--- config.mk ---
export PLATFORM = sky130hd
export DESIGN_NAME = burst_sram_responder
export DESIGN_NICKNAME = d
export VERILOG_FILES = /design/src/rtl/burst_sram_responder.sv
export SDC_FILE = /design/constraint.sdc
export NUM_CORES = 1
export LEC_CHECK = 0
export ABC_AREA = 1
export CAP_MARGIN = 25
export CORE_ASPECT_RATIO = 0.8
export CORE_MARGIN = 8
export CORE_UTILIZATION = 45
export DETAILED_ROUTE_END_ITERATION = 8
export MAX_ROUTING_LAYER = met4
export PLACE_DENSITY = 0.86
export SLEW_MARGIN = 20
export SYNTH_ARGS = -nofsm -noshare
export SYNTH_HDL_FRONTEND = slang
export SYNTH_SLANG_ARGS = --single-unit
--- constraint.sdc ---
create_clock -name clk -period 13.16 [get_ports clk]
set_input_delay 3.948 -clock clk [delete_from_list [all_inputs] [get_ports clk]]
set_output_delay 3.948 -clock clk [all_outputs]
set_load 0.005 [all_outputs]
--- src/rtl/burst_sram_responder.sv ---
// Burst command responder backed by a single-port synchronous SRAM with byte enables.
// Sequences N-beat read/write bursts, shapes read latency and holds off commands while busy.
module burst_sram_responder #(
   parameter int AddressBitWidth       = 10,
   parameter int BurstDataCount        = 4,
   parameter int CyclesBeforeDataValid = 6,
   parameter int InitCycles            = 8
) (
   input  logic                       clk,
   input  logic                       rst,
   input  logic                       cmd,
   input  logic                       cmd_en,
   input  logic [AddressBitWidth-1:0] addr,
   input  logic [63:0]                wr_data,
   input  logic [7:0]                 data_mask,
   output logic [63:0]                rd_data,
   output logic                       rd_data_valid,
   output logic                       init_calib,
   output logic                       busy,
   output logic [AddressBitWidth-1:0] sram_addr,
   output logic [63:0]                sram_wr_data,
   output logic [7:0]                 sram_we,
   input  logic [63:0]                sram_rd_data
);

   typedef enum logic [2:0] {INIT, IDLE, WRITE, READ_WAIT, READ_BURST} state_t;

   localparam logic [7:0] InitLast  = 8'(InitCycles - 1);
   localparam logic [7:0] BurstLen  = 8'(BurstDataCount);
   localparam logic [7:0] AddrFirst = 8'(CyclesBeforeDataValid - 2);
   localparam logic [7:0] DataFirst = 8'(CyclesBeforeDataValid);
   localparam logic [7:0] DataStop  = 8'(CyclesBeforeDataValid + BurstDataCount);
   localparam logic [AddressBitWidth-1:0] AddrOne = {{(AddressBitWidth-1){1'b0}}, 1'b1};

   state_t                     r_state;
   logic [7:0]                 r_cnt;
   logic [AddressBitWidth-1:0] r_nextAddr;
   logic [AddressBitWidth-1:0] r_sramAddr;
   logic [63:0]                r_sramWrData;
   logic [7:0]                 r_sramWe;
   logic [63:0]                r_rdData;
   logic                       r_rdValid;
   logic                       r_initCalib;
   logic                       r_busy;

   logic [7:0] w_addrOffset;
   logic [7:0] w_dataOffset;
   logic       w_addrIssue;
   logic       w_dataCapture;

   // r_cnt counts edges since the accept edge; offsets wrap so "in window" is one compare
   assign w_addrOffset  = r_cnt - AddrFirst;
   assign w_dataOffset  = r_cnt - DataFirst;
   assign w_addrIssue   = (w_addrOffset < BurstLen);
   assign w_dataCapture = (w_dataOffset < BurstLen);

   always_ff @(posedge clk or posedge rst) begin
      if (rst) begin
         r_state      <= INIT;
         r_cnt        <= 8'd0;
         r_nextAddr   <= '0;
         r_sramAddr   <= '0;
         r_sramWrData <= 64'd0;
         r_sramWe     <= 8'd0;
         r_rdData     <= 64'd0;
         r_rdValid    <= 1'b0;
         r_initCalib  <= 1'b0;
         r_busy       <= 1'b1;
      end else begin
         case (r_state)
            INIT: begin
               if (r_cnt == InitLast) begin
                  r_initCalib <= 1'b1;
                  r_busy      <= 1'b0;
                  r_cnt       <= 8'd0;
                  r_state     <= IDLE;
               end else begin
                  r_cnt <= r_cnt + 8'd1;
               end
            end
            IDLE: begin
               if (cmd_en) begin
                  r_busy <= 1'b1;
                  r_cnt  <= 8'd1;
                  if (cmd) begin
                     r_sramAddr   <= addr;
                     r_sramWrData <= wr_data;
                     r_sramWe     <= ~data_mask;
                     r_nextAddr   <= addr + AddrOne;
                     r_state      <= WRITE;
                  end else begin
                     // Minimum latency needs the first SRAM address on the accept edge itself
                     if (AddrFirst == 8'd0) begin
                        r_sramAddr <= addr;
                        r_nextAddr <= addr + AddrOne;
                     end else begin
                        r_nextAddr <= addr;
                     end
                     r_state <= READ_WAIT;
                  end
               end
            end
            WRITE: begin
               if (r_cnt == BurstLen) begin
                  r_sramWe <= 8'd0;
                  r_busy   <= 1'b0;
                  r_cnt    <= 8'd0;
                  r_state  <= IDLE;
               end else begin
                  r_sramAddr   <= r_nextAddr;
                  r_nextAddr   <= r_nextAddr + AddrOne;
                  r_sramWrData <= wr_data;
                  r_sramWe     <= ~data_mask;
                  r_cnt        <= r_cnt + 8'd1;
               end
            end
            READ_WAIT, READ_BURST: begin
               r_cnt <= r_cnt + 8'd1;
               if (w_addrIssue) begin
                  r_sramAddr <= r_nextAddr;
                  r_nextAddr <= r_nextAddr + AddrOne;
               end
               if (r_cnt == DataFirst - 8'd1) begin
                  r_state <= READ_BURST;
               end
               // SRAM data lags its address by one edge, so capture runs two edges behind issue
               if (w_dataCapture) begin
                  r_rdData  <= sram_rd_data;
                  r_rdValid <= 1'b1;
               end
               if (r_cnt == DataStop) begin
                  r_rdValid <= 1'b0;
                  r_busy    <= 1'b0;
                  r_cnt     <= 8'd0;
                  r_state   <= IDLE;
               end
            end
            default: r_state <= IDLE;
         endcase
      end
   end

   assign rd_data       = r_rdData;
   assign rd_data_valid = r_rdValid;
   assign init_calib    = r_initCalib;
   assign busy          = r_busy;
   assign sram_addr     = r_sramAddr;
   assign sram_wr_data  = r_sramWrData;
   assign sram_we       = r_sramWe;

endmodule

==> impl_metrics.ini <==
[drt]
drt_iter0_markers = 593
drc = 0
wl_mm = 23.4
avgRoutedWirePerCell_um = 16.2
drtPass1Iterations = 5
num_vias = 7199
ant_nets = 0
via_per_inst = 4.98

[floorplan]
die_h_um = 133
rows = 42
io_pins = 299
initial_core_util_pct = 46.0
die-area_mm2 = 0.0214
coreArea_mm2 = 0.0166
die_w_um = 162

[timing]
slew_headroom_pct = 44.4
hold_viol = 0
slew_viol_final = 0
skew_ns = 0.0126
fin_crit_ns = 5.64
fmax_mhz = 177
tightest_slew_ns = 0.834
setup_viol = 0
setup_tns_ns = 0
worst_slack_ns = 7.52
rsz0062_at_grt = no
period_share_pct = 42.8

[clock_tree]
clkTransAtPathRegs_ns = 0.07
cts.sinks = 170
clk_latency_ns = 0.42
cts_root_buf = clkbuf_16
cts_hold_buf = 0
htreeDepth = 4
ctsResizeCount = 0
cts_buffers = 17
clock_path_buffers = 2
cts_setup_buffers = 0
cts_tree = yes

[yosys]
synth.avg_cell_area_um2 = 8.20
yosysTopAreaCell = dfrtp_1
synth.most_common_cell = nand2_1
netlist_area_mm2 = 0.00764
synthTopCellsByArea = dfrtp_1 (55%), nand2_1 (16%), o21ai_0 (6.4%), nand3_1 (5.8%), inv_1 (5.3%)
yosys.cell_types.count = 31
synth_top_area_share_pct = 55.4
async_reset_ff_share_pct = 100
yosys_warnings = 0
seq_area_frac_synth_pct = 55.7
synth-main-ff-cell = dfrtp_1
synth-edff-count = 0
yosys-top-cells-count = nand2_1 (330), dfrtp_1 (169), inv_1 (108)
synth_cells = 932
yosys_register_bits = 170
syn-num-nets = 1089

[global_routing]
grt_pass1_vias = 7105
grt.overflow.total = 0
antenna_found_initial = 0
grtUsageTotal_pct = 22.2
grt_max_degree = 130
grt_pass1_wl_mm = 36.8

[final_layout]
antenna_cells = 0
drive_gt1_share_pct = 4.90
nNetsFinal = 1371
stdcell_count = 1445
final_cell_area_mm2 = 0.0113
area_delta_synth_final_pct = 48.1

[power_and_ir_drop]
p_total_uw = 1040
p_leak_uw = 0.00572
vdd_drop_max_uv = 90.5
p_per_area_mw_per_mm2 = 91.8

[critical_path]
required_ns = 13.43
critical_path.cell_chain = clkdlybuf4s50_1 > inv_1 > o21ai_2 > nand2_2 > inv_2 > nand2_2 > buf_4 > o21ai_0
crit_type = in -> reg
cp_max_fo = 72
slowest_delay_ns = 0.57
end_kind = register
arrival_ns = 5.90
worst_path_most_repeated_cell = nand2_2
cp_slowest_cell = buf_4
critPathLaunchType = primary input

[place]
place_area_mm2 = 0.0107
portBuffers = 298
place_congestion = 0.861
place_ws_ns = 6.61
placed_cells = 1412
dp_hpwl_mm = 17.7

[hold_path]
worstHoldPathType = reg -> reg

[flow_run]
drv_cap = 0

[status]
status = completed
[state kept, by name (all words and copies together), names as in the netlist]
signal,flops
r_nextAddr,10
sram_we,8
busy,1
sram_addr,10
sram_wr_data,64
init_calib,1
rd_data,64
r_cnt,8
r_state,3
rd_data_valid,1
[critical path, delay by kind of cell]
kind	cells	cell delay, ns
buffers and inverters	4	1.42
AOI/OAI and AO/OA	2	0.28
and+or+nand+nor	2	0.22
[layout make-up]
class | instances | area (um2)
Fill cell | 1287 | 5290
Multi-Input combinational cell | 606 | 2740
Tap cell | 220 | 275
Inverter | 114 | 433
Clock inverter | 12 | 93.8
Clock buffer | 18 | 429
Sequential cell | 170 | 4260
Timing Repair Buffer | 305 | 3090
[report_power, final]
part           leakage (uW)  internal (uW)  switching [uW]
sequential          0.00199            522               0
clock              0.000237            241             208
combinational       0.00349           43.1            24.3
[kinds of logic (layout without fill, tap and decap cells)]
family                     count (synthesis)  count (layout)  share of synthesized area [%]
DFF                                      170             170                           55.7
and+or+nand+nor                          471             471                           25.6
buffers and inverters                    156             449                           8.47
xor gates and xnor gates                   9               9                           1.03
adders and majority gates                  7               7                           1.15
AOI/OAI and AO/OA                        119             119                           8.06
[metal layers]
| metal | GRT usage [%] | vias to the layer above | share of wire (%) |
|---|---|---|---|
| met3 | 7.47 | 27 | 9.7 |
| li1 | - | 3491 | - |
| met5 | - | - | 0 |
| met4 | 6.01 | 0 | 1.6 |
| met1 | 26.9 | 3387 | 42 |
| met2 | 34.9 | 294 | 47 |
[layout by cell type, fill, tap and decap left out, types with 6 or more instances in the layout]
master             n
clkbuf_16         17
clkdlybuf4s50_1  298
clkinvlp_4         6
dfrtp_1          169
ha_1               7
inv_1            107
inv_2              6
nand2_1          330
nand2_2            7
nand3_1           88
nand4_1            6
nor2_1            25
nor3_1             7
o21ai_0           97
o21ai_1           12
xor2_1             9
[metrics by stage]
step                hold WS (ns)  utilization, %
global placement           0.453            64.5
floorplan                  0.462               -
global route               0.493            68.2
finish                     0.470            68.2
detailed placement         0.458            64.5
CTS                        0.474            67.7
[final timing paths]
kind                                   from                to  slack, ns  cells after the start
setup / recovery                        cmd        sram_we[6]       7.52                      8
hold / removal             sram_wr_data[15]  sram_wr_data[15]       0.47                      2
setup reg to reg                   r_cnt[3]        sram_we[6]      10.49                      7
hold reg to reg            sram_wr_data[15]  sram_wr_data[15]       0.47                      2
max in group asynchronous               rst   sram_wr_data[8]       7.90                      4
min in group asynchronous               rst  sram_wr_data[46]       4.09                      2
No activity file was read; power rests on OpenSTA's default activity.
